[config.mk]
export PLATFORM = sky130hd
export DESIGN_NAME = ts_sync_ctrl
export DESIGN_NICKNAME = d
export VERILOG_FILES = /design/src/rtl/ts_pkg.sv /design/src/rtl/ts_cc_checker.sv /design/src/rtl/ts_sync_ctrl.sv
export SDC_FILE = /design/constraint.sdc
export NUM_CORES = 1
export LEC_CHECK = 0
export BUFFER_PORTS_ARGS = -buffer_cell sky130_fd_sc_hd__buf_4
export CORE_ASPECT_RATIO = 1.4
export CORE_MARGIN = 2
export CORE_UTILIZATION = 30
export DETAILED_ROUTE_END_ITERATION = 10
export GPL_TIMING_DRIVEN = 0
export MAX_ROUTING_LAYER = met4
export PLACE_DENSITY_LB_ADDON = 0.25
export SKIP_CTS_REPAIR_TIMING = 1
export SLEW_MARGIN = 25
export SYNTH_ARGS = -nofsm -noshare
export SYNTH_HDL_FRONTEND = slang
export SYNTH_SLANG_ARGS = --single-unit
[constraint.sdc]
create_clock -name clk -period 2.6 [get_ports clk]
set_clock_uncertainty 0.1 [all_clocks]
set_input_delay 0.26 -clock clk [delete_from_list [all_inputs] [get_ports clk]]
set_output_delay 0.26 -clock clk [all_outputs]
set_load 0.01 [all_outputs]
[src/rtl/ts_pkg.sv]
// Shared constants and FSM state type for the MPEG-TS sync controller.
package ts_pkg;

  localparam logic [7:0]  TS_SYNC_BYTE = 8'h47;
  localparam int          TS_PKT_LEN   = 188;
  localparam logic [12:0] TS_NULL_PID  = 13'h1FFF;

  typedef enum logic [1:0] {
    HUNT   = 2'd0,
    VERIFY = 2'd1,
    LOCK   = 2'd2
  } ts_state_e;

endpackage

[src/rtl/ts_cc_checker.sv]
// Continuity-counter checker for one monitored PID; built only with TS_CC_CHECK_EN.
module ts_cc_checker
  import ts_pkg::*;
(
  input  logic        clk,
  input  logic        rst,
  input  logic        clear,
  input  logic        hdr_stb,
  input  logic [12:0] pid,
  input  logic [3:0]  cc,
  input  logic        afc_payload,
  input  logic [12:0] target_pid,
  output logic        cc_err,
  output logic [15:0] cc_err_cnt
);

  logic       seeded;
  logic [3:0] last_cc;
  logic       qualify;
  logic       bad_cc;

  // Null packets and adaptation-only packets carry no meaningful continuity.
  assign qualify = hdr_stb && (pid == target_pid) && (pid != TS_NULL_PID) && afc_payload;
  assign bad_cc  = seeded && (cc != last_cc) && (cc != last_cc + 4'd1);

  always_ff @(posedge clk or negedge rst) begin
    if (!rst) begin
      seeded     <= 1'b0;
      last_cc    <= '0;
      cc_err     <= 1'b0;
      cc_err_cnt <= '0;
    end else begin
      cc_err <= 1'b0;
      if (clear) begin
        seeded <= 1'b0;
      end else if (qualify) begin
        if (bad_cc) begin
          cc_err <= 1'b1;
          if (cc_err_cnt != 16'hFFFF) cc_err_cnt <= cc_err_cnt + 16'd1;
        end
        seeded  <= 1'b1;
        last_cc <= cc;
      end
    end
  end

endmodule

[src/rtl/ts_sync_ctrl.sv]
// MPEG-TS packet sync FSM (HUNT/VERIFY/LOCK) with header capture.
// Define TS_CC_CHECK_EN to add continuity checking on target_pid.
module ts_sync_ctrl
  import ts_pkg::*;
#(
  parameter int LOCK_CNT   = 3,
  parameter int UNLOCK_CNT = 3
) (
  input  logic        clk,
  input  logic        rst,
  input  logic [7:0]  in_data,
  input  logic        in_valid,
  input  logic [12:0] target_pid,
  output logic        locked,
  output logic        pkt_start,
  output logic [7:0]  byte_idx,
  output logic        hdr_valid,
  output logic [12:0] pid,
  output logic [3:0]  cc,
  output logic        tei,
  output logic [15:0] sync_loss_cnt,
  output logic        cc_err,
  output logic [15:0] cc_err_cnt
);

  localparam int         GOOD_W   = $clog2(LOCK_CNT + 1);
  localparam int         MISS_W   = $clog2(UNLOCK_CNT + 1);
  localparam logic [7:0] LAST_IDX = 8'(TS_PKT_LEN - 1);

  ts_state_e         state;
  logic [GOOD_W-1:0] good;
  logic [MISS_W-1:0] miss;
  logic [7:0]        hdr_b1;
  logic [7:0]        hdr_b2;
  logic [7:0]        idx_next;
  logic [12:0]       pid_new;
  logic              is_sync;
  logic              at_pos0;
  logic              in_lock;
  logic              hdr_stb;
  logic              lock_exit;

  assign idx_next  = (byte_idx == LAST_IDX) ? 8'd0 : byte_idx + 8'd1;
  assign is_sync   = (in_data == TS_SYNC_BYTE);
  assign at_pos0   = (idx_next == 8'd0);
  assign in_lock   = in_valid && (state == LOCK);
  assign hdr_stb   = in_lock && (idx_next == 8'd3);
  assign lock_exit = in_lock && at_pos0 && !is_sync && (int'(miss) + 1 >= UNLOCK_CNT);
  assign pid_new   = {hdr_b1[4:0], hdr_b2};

  // NOTE: every register here uses <= so all updates see pre-edge values;
  // blocking writes would let later statements observe half-updated state.
  always_ff @(posedge clk or negedge rst) begin
    if (!rst) begin
      state         <= HUNT;
      good          <= '0;
      miss          <= '0;
      byte_idx      <= '0;
      locked        <= 1'b0;
      pkt_start     <= 1'b0;
      hdr_valid     <= 1'b0;
      hdr_b1        <= '0;
      hdr_b2        <= '0;
      pid           <= '0;
      cc            <= '0;
      tei           <= 1'b0;
      sync_loss_cnt <= '0;
    end else begin
      pkt_start <= 1'b0;
      hdr_valid <= 1'b0;
      if (in_valid) begin
        unique case (state)
          HUNT: begin
            if (is_sync) begin
              state    <= VERIFY;
              byte_idx <= 8'd0;
              good     <= GOOD_W'(1);
            end
          end
          VERIFY: begin
            byte_idx <= idx_next;
            if (at_pos0) begin
              if (!is_sync) begin
                state    <= HUNT;
                good     <= '0;
                byte_idx <= 8'd0;
              end else if (int'(good) + 1 >= LOCK_CNT) begin
                state     <= LOCK;
                locked    <= 1'b1;
                pkt_start <= 1'b1;
                good      <= '0;
                miss      <= '0;
              end else begin
                good <= good + 1'b1;
              end
            end
          end
          LOCK: begin
            if (lock_exit) begin
              state    <= HUNT;
              locked   <= 1'b0;
              good     <= '0;
              miss     <= '0;
              byte_idx <= 8'd0;
              if (sync_loss_cnt != 16'hFFFF) sync_loss_cnt <= sync_loss_cnt + 16'd1;
            end else begin
              byte_idx <= idx_next;
              if (at_pos0) begin
                // Flywheel: a bad sync byte still marks the packet boundary.
                pkt_start <= 1'b1;
                if (is_sync) miss <= '0;
                else         miss <= miss + 1'b1;
              end else begin
                case (idx_next)
                  8'd1: hdr_b1 <= in_data;
                  8'd2: hdr_b2 <= in_data;
                  8'd3: begin
                    tei       <= hdr_b1[7];
                    pid       <= pid_new;
                    cc        <= in_data[3:0];
                    hdr_valid <= 1'b1;
                  end
                  default: ;
                endcase
              end
            end
          end
          default: state <= HUNT;
        endcase
      end
    end
  end

`ifdef TS_CC_CHECK_EN
  ts_cc_checker u_cc_checker (
    .clk         (clk),
    .rst         (rst),
    .clear       (lock_exit),
    .hdr_stb     (hdr_stb),
    .pid         (pid_new),
    .cc          (in_data[3:0]),
    .afc_payload (in_data[4]),
    .target_pid  (target_pid),
    .cc_err      (cc_err),
    .cc_err_cnt  (cc_err_cnt)
  );
`else
  logic unused_cc_inputs;
  assign unused_cc_inputs = ^{target_pid, hdr_stb};
  assign cc_err     = 1'b0;
  assign cc_err_cnt = '0;
`endif

endmodule

==> impl_results.md <==
* First-pass GRT wire length at approximately 13 mm
* CTS Buffer Depth at 2
* Final slew viol count at 0
* Worst path required time at about 2700 ps
* Sequential cell area fraction in the yosys report at 0.461
* Post-route ant nets at 0
* Die Area at 12700 sq um
* Total CTS buffers at 9
* Final-layout fill cell count at about 1100
* Synth Register Bits at between 60 and 70
* Worst slew margin at 0.456
* Synth cell types at roughly 60
* Antenna violations before repair at 0
* WL per Instance at roughly 15 microns
* Final GP Congestion at 0.802
* Layout net count at ~440
* Post-synth EDFFs at 0
* P per Cell Area at 756 nW/um^2
* Final hold slack at -68.7 ps
* Top FF cell, synth: dfrtp_1
* Grt total ovfl at 0
* IO Port Bufs at 54
* Die height at 132 microns
* Post-route minimum period at between 2000 and 3000 ps
* Async SR Flop Fraction at 1.00
* Vias in the first global route at 2570
* Least-Margin Pin Slew at 816 ps
* Crit end category: flip-flop
* Vias/cell at 4.81
* Max Cap Viol at 0
* FF+latch area at 1630 sq um
* Area delta synth->final at 34.3%
* Outcome: finished, violations left
* Number of inserted diodes at 0
* Total GRT Usage at 0.131
* P_leak at 0.00230 uW
* Drt initial violations at 80
* Max Freq at 0.352 GHz
* Post-synthesis adder-cell area fraction at 0.0390
* Detailed Routing Iterations Pass 1 at 4
* Synth warn at 0
* Num Clock Sinks at 65
* CTS tree: done
* Violated checks: hold timing, setup timing
* Clk pin slew, worst setup/hold paths at 50 ps
* Core Area at 11400 sq um
* Post-Synthesis Cells at 316
* Setup CP Type: flip-flop to flip-flop
* Final setup TNS at -5590 ps
* Syn Std Cell Area at roughly 3500 sq um
* WP data arrival at 2950 ps
* Sw Ratio at 0.290
* Setup ws final at -239 ps
* Clock Power Share at 0.316
* Clock latency on the worst-skew pair at 330 ps
* Root buf cell: clkbuf_16
* Most frequent cells in the layout: buf_4 (79), dfrtp_1 (63), nand2_1 (25)
* DRT Wirelength at around 8.1 mm
* Endpoints failing hold at 65
* Comb pwr share at 0.292
* Synth Area in Simple Gates at 0.139
* Share of layout cells above drive strength 1 at 0.427
* Critical path peak fanout at 7
* Post-synthesis mux area share at 0.131
* Syn Area/Cell at around 11 sq um
* # DRC at 0
* Top-Level Pins at 86
* RSZ-0062 raised after global routing: true
* Multi-input gate area at 1800 sq um
* Worst min path class: input pin to asynchronous set/reset pin
* Crit share post-route at 1.09
* Setup crit start kind: flip-flop
* Pin count of the biggest net entering global routing at 66
* Synth Area in Compound Gates at 0.0956
* Total number of vias at approximately 2700
* Xor/xnor share of the synthesized area at 0.0422
* Largest family of logic cells by synthesized area: simple AND/OR/NAND/NOR gates
* Die width at 95.7 microns
* Cell Rows at 46
* Share of power burned in registers at 0.391
* Final setup violation count at 36
* Most common cell after layout, fill and taps aside: buf_4
* DP HPWL at 5.57 mm
* Initial Util at 0.310
* VDD IR-drop max at 0.258 mV
* Switching power at slightly above 1000 uW
* Final core occ at 0.416
* Int Power at 2550 uW
* CTS H-tree lvls at 3
-- worst paths after layout --
kind	startpoint	to	slack, ps	depth (start not counted)
hold / removal	rst	pid[7]	-70	1
setup reg to reg	byte_idx[1]	pid[7]	-240	9
setup / recovery	byte_idx[1]	pid[7]	-240	9
min in group clk	in_data[6]	hdr_b2[6]	80	2
max in group asynchronous	rst	byte_idx[0]	1890	1
hold reg to reg	sync_loss_cnt[6]	sync_loss_cnt[6]	390	1
-- area by class of cell --
class | instances | area share
buffer | 29 | 0.0522
timing repair buffer | 65 | 0.112
clock buffer | 13 | 0.0570
sequential | 65 | 0.344
clock inverter | 2 | 0.00264
inverter | 18 | 0.0142
tap | 144 | 0.0380
multi-input combinational | 218 | 0.380
-- power by group through the flow --
| stage | sequential, uW | clock (uW) | combinational [uW] |
|---|---|---|---|
| floorplan | 1440 | 0 | 566 |
| global placement | 1410 | 0 | 926 |
| detailed placement | 1420 | 0 | 943 |
| CTS | 1400 | 1180 | 944 |
| global route | 1440 | 1230 | 1160 |
| finish | 1400 | 1130 | 1050 |
-- sequential cells by signal, indices dropped and copies added (netlist names) --
signal,cells
hdr_valid,1
hdr_b1,6
hdr_b2,8
byte_idx,8
state,2
pid,13
good,2
tei,1
miss,2
locked,1
sync_loss_cnt,16
cc,4
pkt_start,1
-- cell families (layout without fill, tap and decap cells) --
group / Yosys count / in the layout
AND/OR/NAND/NOR: 87 / 87
flip-flops: 65 / 65
buffers and inverters: 49 / 127
AO/OA/AOI/OAI: 48 / 48
multiplexers: 38 / 38
XOR/XNOR: 17 / 17
adder cells (fa/ha/maj): 11 / 11
other: 1 / 17
-- Yosys cell counts (all sizes together) (2+ instances only) --
library cell  number  share of area
nor4              12          0.023
a211oi             2         0.0042
mux2              37           0.13
nand2             25          0.027
ha                11          0.039
a21oi              7          0.013
nor3              12          0.017
o31ai              2         0.0042
o22ai              3         0.0053
o21ai             12          0.017
dfrtp             65           0.46
and3               4         0.0074
inv               18          0.019
buf               27          0.065
a31oi              4         0.0071
clkbuf             4         0.0071
o21a               2         0.0042
xnor2              5          0.012
nor2               6         0.0064
nand3              9          0.014
nand4              3         0.0053
o211ai             4         0.0085
nand2b             2         0.0035
or4                3         0.0085
and4               3         0.0089
xor2              12          0.030
-- stage by stage --
step | cell area [sq um] | setup slack, ps | instances | total power, uW | hold WS (ps)
6_report | 4740 | -239 | 554 | 3580 | -68.7
5_1_grt | 4740 | -306 | 554 | 3830 | 1.03
4_1_cts | 4480 | -368 | 545 | 3530 | -26.1
3_5_place_dp | 4190 | -350 | 530 | 2360 | 328
3_3_place_gp | 4190 | -330 | 530 | 2330 | 314
2_1_floorplan | 3610 | -168 | 332 | 2000 | -136
-- per-layer routing --
metal / routed length [microns] / global-route usage / up-vias
li1: - / - / 1279
met2: 4020 / 0.202 / 71
met1: 3500 / 0.158 / 1306
met4: 102 / 0.0556 / 0
met3: 428 / 0.0366 / 8
met5: 0 / - / -
-- worst max-delay path: stages, from the launching register on --
cell       delay [ps]
dfrtp_2           460
ha_4              200
a311oi_2          270
a31oi_2           110
or4_4             570
a21oi_4           180
and4_4            250
buf_12            130
clkbuf_16         150
mux2_4            290
No activity file was read; power rests on OpenSTA's default activity.
